[src/rtl/cpu_pkg.sv]
// Shared CPU-wide constants and the writeback entry type used by the
// register-file write-side controller and its secondary result FIFO.
package cpu_pkg;

    localparam int REG_ADDR_W = 5;
    localparam int XLEN       = 32;
    localparam int NUM_REGS   = 32;

    // One buffered secondary-unit result: destination register plus value.
    typedef struct packed {
        logic [REG_ADDR_W-1:0] rd;
        logic [XLEN-1:0]       data;
    } wb_entry_t;

endpackage

[src/rtl/wb_fifo.sv]
// Small synchronous FIFO of writeback entries. Pointers carry one extra
// wrap bit so full and empty are told apart by comparing the MSBs.
module wb_fifo
    import cpu_pkg::*;
#(
    parameter int DEPTH = 2
) (
    input  logic                  clk,
    input  logic                  rst_n,
    input  logic                  push,
    input  logic [REG_ADDR_W-1:0] din_rd,
    input  logic [XLEN-1:0]       din_data,
    input  logic                  pop,
    output logic [REG_ADDR_W-1:0] head_rd,
    output logic [XLEN-1:0]       head_data,
    output logic                  full,
    output logic                  empty
);

    localparam int AW = $clog2(DEPTH);

    wb_entry_t       mem [DEPTH];
    logic [AW:0]     wr_ptr;
    logic [AW:0]     rd_ptr;
    wb_entry_t       head;

    assign empty     = (wr_ptr == rd_ptr);
    assign full      = (wr_ptr[AW] != rd_ptr[AW]) && (wr_ptr[AW-1:0] == rd_ptr[AW-1:0]);
    assign head      = mem[rd_ptr[AW-1:0]];
    assign head_rd   = head.rd;
    assign head_data = head.data;

    // Advance the read/write pointers; they wrap naturally modulo 2*DEPTH.
    always_ff @(posedge clk) begin
        // NOTE: sequential state uses non-blocking assignments so every register samples pre-edge values.
        if (!rst_n) begin
            wr_ptr <= '0;
            rd_ptr <= '0;
        end else begin
            if (push && !full) begin
                wr_ptr <= wr_ptr + 1'b1;
            end
            if (pop && !empty) begin
                rd_ptr <= rd_ptr + 1'b1;
            end
        end
    end

    // Store accepted entries at the write slot.
    always_ff @(posedge clk) begin
        // NOTE: storage is not reset; empty pointers make stale contents unobservable.
        if (push && !full) begin
            mem[wr_ptr[AW-1:0]] <= '{rd: din_rd, data: din_data};
        end
    end

endmodule

[src/rtl/regfile_wb_ctrl.sv]
// Write-side controller for the register file's single write port.
// Primary (ALU/load) results write with zero latency; secondary (mul/div)
// results are buffered and drain when the port is free. Also tracks
// registers awaiting secondary results and throttles the primary path
// when buffered results have waited too long.
module regfile_wb_ctrl
    import cpu_pkg::*;
#(
    parameter int DEPTH        = 2,
    parameter int STARVE_LIMIT = 4
) (
    input  logic        clk,
    input  logic        rst_n,
    input  logic        p_valid,
    input  logic [4:0]  p_rd,
    input  logic [31:0] p_data,
    input  logic        s_valid,
    output logic        s_ready,
    input  logic [4:0]  s_rd,
    input  logic [31:0] s_data,
    input  logic        issue_valid,
    input  logic [4:0]  issue_rd,
    output logic        we3,
    output logic [4:0]  a3,
    output logic [31:0] wd3,
    output logic [31:0] pending,
    output logic        p_stall
);

    localparam int              SW         = $clog2(STARVE_LIMIT + 1);
    localparam logic [SW-1:0]   STARVE_MAX = SW'(STARVE_LIMIT);

    logic                  fifo_full;
    logic                  fifo_empty;
    logic [REG_ADDR_W-1:0] head_rd;
    logic [XLEN-1:0]       head_data;
    logic                  push;
    logic                  pop;
    logic                  primary_win;

    logic [NUM_REGS-1:0]   pending_q;
    logic [NUM_REGS-1:0]   pending_next;
    logic [SW-1:0]         starve_cnt;
    logic [SW-1:0]         starve_next;

    // A full FIFO refuses new results even when it is draining this cycle.
    assign s_ready     = !fifo_full;
    // Results aimed at x0 are accepted but never stored.
    assign push        = s_valid && s_ready && (s_rd != '0);
    assign primary_win = p_valid && (p_rd != '0);
    assign pop         = rst_n && !primary_win && !fifo_empty;
    assign pending     = pending_q;

    wb_fifo #(
        .DEPTH (DEPTH)
    ) u_fifo (
        .clk       (clk),
        .rst_n     (rst_n),
        .push      (push),
        .din_rd    (s_rd),
        .din_data  (s_data),
        .pop       (pop),
        .head_rd   (head_rd),
        .head_data (head_data),
        .full      (fifo_full),
        .empty     (fifo_empty)
    );

    // Arbitrate the write port: primary first, then FIFO head, else idle.
    always_comb begin
        // NOTE: defaults first so every path assigns every output and no latch is inferred.
        we3 = 1'b0;
        a3  = '0;
        wd3 = '0;
        if (rst_n && primary_win) begin
            we3 = 1'b1;
            a3  = p_rd;
            wd3 = p_data;
        end else if (rst_n && !fifo_empty) begin
            we3 = 1'b1;
            a3  = head_rd;
            wd3 = head_data;
        end
    end

    // Scoreboard next state: drain clears, issue sets afterwards so set wins.
    always_comb begin
        pending_next = pending_q;
        if (pop) begin
            pending_next[head_rd] = 1'b0;
        end
        if (issue_valid && (issue_rd != '0)) begin
            pending_next[issue_rd] = 1'b1;
        end
        pending_next[0] = 1'b0;
    end

    // Starve counter: count waiting cycles of a non-empty FIFO, saturating.
    always_comb begin
        starve_next = starve_cnt;
        if (fifo_empty || pop) begin
            starve_next = '0;
        end else if (starve_cnt != STARVE_MAX) begin
            starve_next = starve_cnt + 1'b1;
        end
    end

    // Register scoreboard, starve counter and the one-cycle primary stall.
    always_ff @(posedge clk) begin
        if (!rst_n) begin
            pending_q  <= '0;
            starve_cnt <= '0;
            p_stall    <= 1'b0;
        end else begin
            pending_q  <= pending_next;
            starve_cnt <= starve_next;
            p_stall    <= (starve_next == STARVE_MAX);
        end
    end

endmodule

[config.mk]
export PLATFORM = sky130hd
export DESIGN_NAME = regfile_wb_ctrl
export DESIGN_NICKNAME = d
export VERILOG_FILES = /design/src/rtl/cpu_pkg.sv /design/src/rtl/wb_fifo.sv /design/src/rtl/regfile_wb_ctrl.sv
export SDC_FILE = /design/constraint.sdc
export NUM_CORES = 1
export LEC_CHECK = 0
export BUFFER_PORTS_ARGS = -buffer_cell sky130_fd_sc_hd__buf_2
export CORE_UTILIZATION = 30
export CTS_BUF_LIST = sky130_fd_sc_hd__clkbuf_4
export DETAILED_ROUTE_END_ITERATION = 8
export HOLD_SLACK_MARGIN = 0.06
export PLACE_DENSITY_LB_ADDON = 0.1
export SLEW_MARGIN = 20
export SYNTH_ARGS = -nofsm -noshare
export SYNTH_HDL_FRONTEND = slang
export SYNTH_SLANG_ARGS = --single-unit
[constraint.sdc]
create_clock -name clk -period 6.2 [get_ports clk]
set_input_delay 0.62 -clock clk [delete_from_list [all_inputs] [get_ports clk]]
set_output_delay 0.62 -clock clk [all_outputs]
set_load 0.01 [all_outputs]
==> reports/summary.txt <==
status - finished, final reports clean
Post-synth EDFFs - 74
synthesized area - 0.00518 mm2
worst path required time - 5.58 ns
most common cell in the netlist - edfxtp_1
largest cells by area after synthesis - edfxtp_1 43%, dfxtp_1 15%, mux2i_1 7.5%
I/O Pins - 156
maxcap violations - 0
cells along the critical path - buf_2, or4_4, o21ai_1, nand3_2, o2bb2ai_1, buf_2
Die Y - 133 um
flop2flop setup slack - 3.96 ns
Crit Path Category - in -> out
vias per cell - 4.89
hold wc startpoint - s_data[7]
Crit. Startpoint - p_rd[3]
first-pass GRT wire length - 21,400 um
CTS Root Cell - clkbuf_4
pwr/cell area - 271 mW/mm2
Layout Area Growth over Synthesis - 22.8%
pre-CTS WS - 2.65 ns
RePlAce Congestion - 0.714
Worst R2R Path Depth - 4
Slew HR - 32.8%
Core Footprint - 0.0167 mm2
slowest cell on the critical path - nand3_2
FILL cells - 1,692
Tcrit/Tclk final - 55.8%
via count - 3,977
Leakage - 2.41 nW
post-layout util - 38.1%
worst endpoint data arrival time - 2.84 ns
most instantiated cells after synthesis - 74 x edfxtp_1, 40 x dfxtp_1, 39 x mux2i_1, 38 x nor2_1, 36 x o2bb2ai_1
grt total ovfl - 0
CTS tree - yes
clk sinks - 114
Max H-tree Level - 4
Worst path most repeated cell - buf_2
maximum VDD drop - 0.108 mV
post-layout min period - 3.46 ns
Final Hold Fails - 0
syn nets - 517
sequential share of the synthesized area - 58.4%
Routed Antenna Nets - 0
Critical Path Source Type - input port
endpoints failing setup - 0
CP Capture Type - primary output
actual slew at the worst max-slew pin - 0.980 ns
max frequency - 0.289 GHz
Yosys warnings - 0
Clock Skews - 0.0208 ns
Worst Path Max Fanout - 38
Post-synth top flop - edfxtp_1
post_cts resized - 0
Synth cell types - 48
Design Power - 0.00173 W
RSZ-0062 raised after global routing - false
Detailed Route WL - 13,500 um
Die W - 133 um
initial antenna violation count - 3
Pins Over Slew Limit - 0
initial core utilization - 31.0%
synthesized flop and latch total - 114
starting DRC count in detailed routing - 195
Longest Clk Path Bufs - 2
Total Nets Final - 666
cell taking the most area after synthesis - edfxtp_1
Die Footprint - 0.0178 mm2
layout cells sized above 1 - 34.7%
Post-CTS Setup Inserts - 0
Detailed Place HPWL - 9540 um
CTS Buf Count - 17
hold crit path type - in -> reg
Avg WL per Cell - 16.6 um
number of port buffers - 154
final worst setup slack - 2.74 ns
setup TNS - 0 ns
vias in the first global route - 4,059
Synth top area share - 42.9%
Worst-Skew Late Latency - 0.53 ns
Setup crit end - a3[3]
Reg clk slew, reported paths - 0.12 ns
Pre-antenna DRT Iters - 4
FF-to-FF End - u_fifo.mem[0][14]$_DFFE_PP_
# DRC - 0
reg2reg start - u_fifo.rd_ptr[0]$_SDFFE_PN0P_
Synth Area per Inst - 12.0 um2
site row count - 47
Hold Buf Count CTS - 0
largest net degree at the start of global routing - 44
Post-Synthesis Cells - 431
All-Layer GR Usage - 15.9%
asr flop ratio synth - 0%
Worst path max stage delay - 0.68 ns
[worst min-delay path by stage]
| stage | endpoint | slack (ns) | cells after the start |
|---|---|---|---|
| after floorplan | u_fifo.wr_ptr[1]$_SDFFE_PN0P_ | 0.48 | 2 |
| after global placement | u_fifo.wr_ptr[1]$_SDFFE_PN0P_ | 0.50 | 2 |
| after detailed placement | pending[6]$_SDFF_PN0_ | 0.52 | 2 |
| after CTS | u_fifo.mem[0][24]$_DFFE_PP_ | 0.21 | 1 |
| after global routing | u_fifo.mem[1][24]$_DFFE_PP_ | 0.20 | 1 |
| final | u_fifo.mem[1][7]$_DFFE_PP_ | 0.26 | 1 |
[cell type report]
type                            count  area, um2  share of cell area, %
Timing Repair Buffer              158        801                   12.6
Clock inverter                     15        115                   1.81
Tap cell                          220        275                   4.33
Inverter                            4       15.0                  0.236
Multi-Input combinational cell    285       2000                   31.4
Sequential cell                   114       3020                   47.6
Clock buffer                       17        128                   2.01
Antenna cell                        1       2.50                 0.0393
[stage by stage]
stage | cells | instance area (um2) | hold WS (ns)
final | 814 | 6360 | 0.264
after global routing | 814 | 6360 | 0.196
after CTS | 813 | 6360 | 0.210
after detailed placement | 781 | 6110 | 0.523
after global placement | 781 | 6110 | 0.498
after floorplan | 431 | 5180 | 0.478
[cells in the final DEF, fill, tap and decap left out, drive strengths merged, types with 4 or more instances in the layout]
cell type  Yosys  layout
dfxtp         40      40
or2            6       6
o2bb2ai       36      36
clkinv         0       8
nor2          38      38
nand2         19      19
edfxtp        74      74
nor3b         24      24
o21ai         31      31
nand2b        10      10
mux2i         39      39
buf           13     158
clkbuf        15      17
nand3          4       4
clkinvlp       0       6
inv            4       5
a21oi         22      22
a41oi          8       8
o22ai          5       5
[report_power, final]
| part | switching (W) | internal, W | leakage, nW |
|---|---|---|---|
| clock | 0.000312 | 0.000159 | 0.114 |
| sequential | 0.0000274 | 0.000866 | 1.02 |
| combinational | 0.000221 | 0.000139 | 1.28 |
[logic make-up after synthesis]
group,Yosys count,share of synthesized area (%)
XOR/XNOR,5,0.846
buffers and inverters,32,3.41
multiplexers,42,8.19
flip-flops,114,58.4
AND/OR/NAND/NOR,120,13.2
adder cells (fa/ha/maj),2,0.483
AO/OA/AOI/OAI,115,15.4
other,1,0.0724
[metal layers]
metal | routed length [um] | vias up | global-route usage, %
met5 | 23 | - | 0
met4 | 178 | 4 | 5.87
met3 | 759 | 16 | 5.02
met2 | 6190 | 120 | 24.7
met1 | 6360 | 1888 | 20.7
li1 | - | 1949 | -
[state kept, by name, summed over array words and instances, names as in the netlist, named ones only]
name and flops:
u_fifo.rd_ptr 2, u_fifo.wr_ptr 2, starve_cnt 3, p_stall 1
pending 31, u_fifo.mem 74
[critical path, delay by kind of cell]
family                 cells  cell delay [ns]
and+or+nand+nor            2             1.22
AOI/OAI and AO/OA          2             0.69
buffers and inverters      2             0.31
Note: power is estimated with default switching activity, not from simulation.
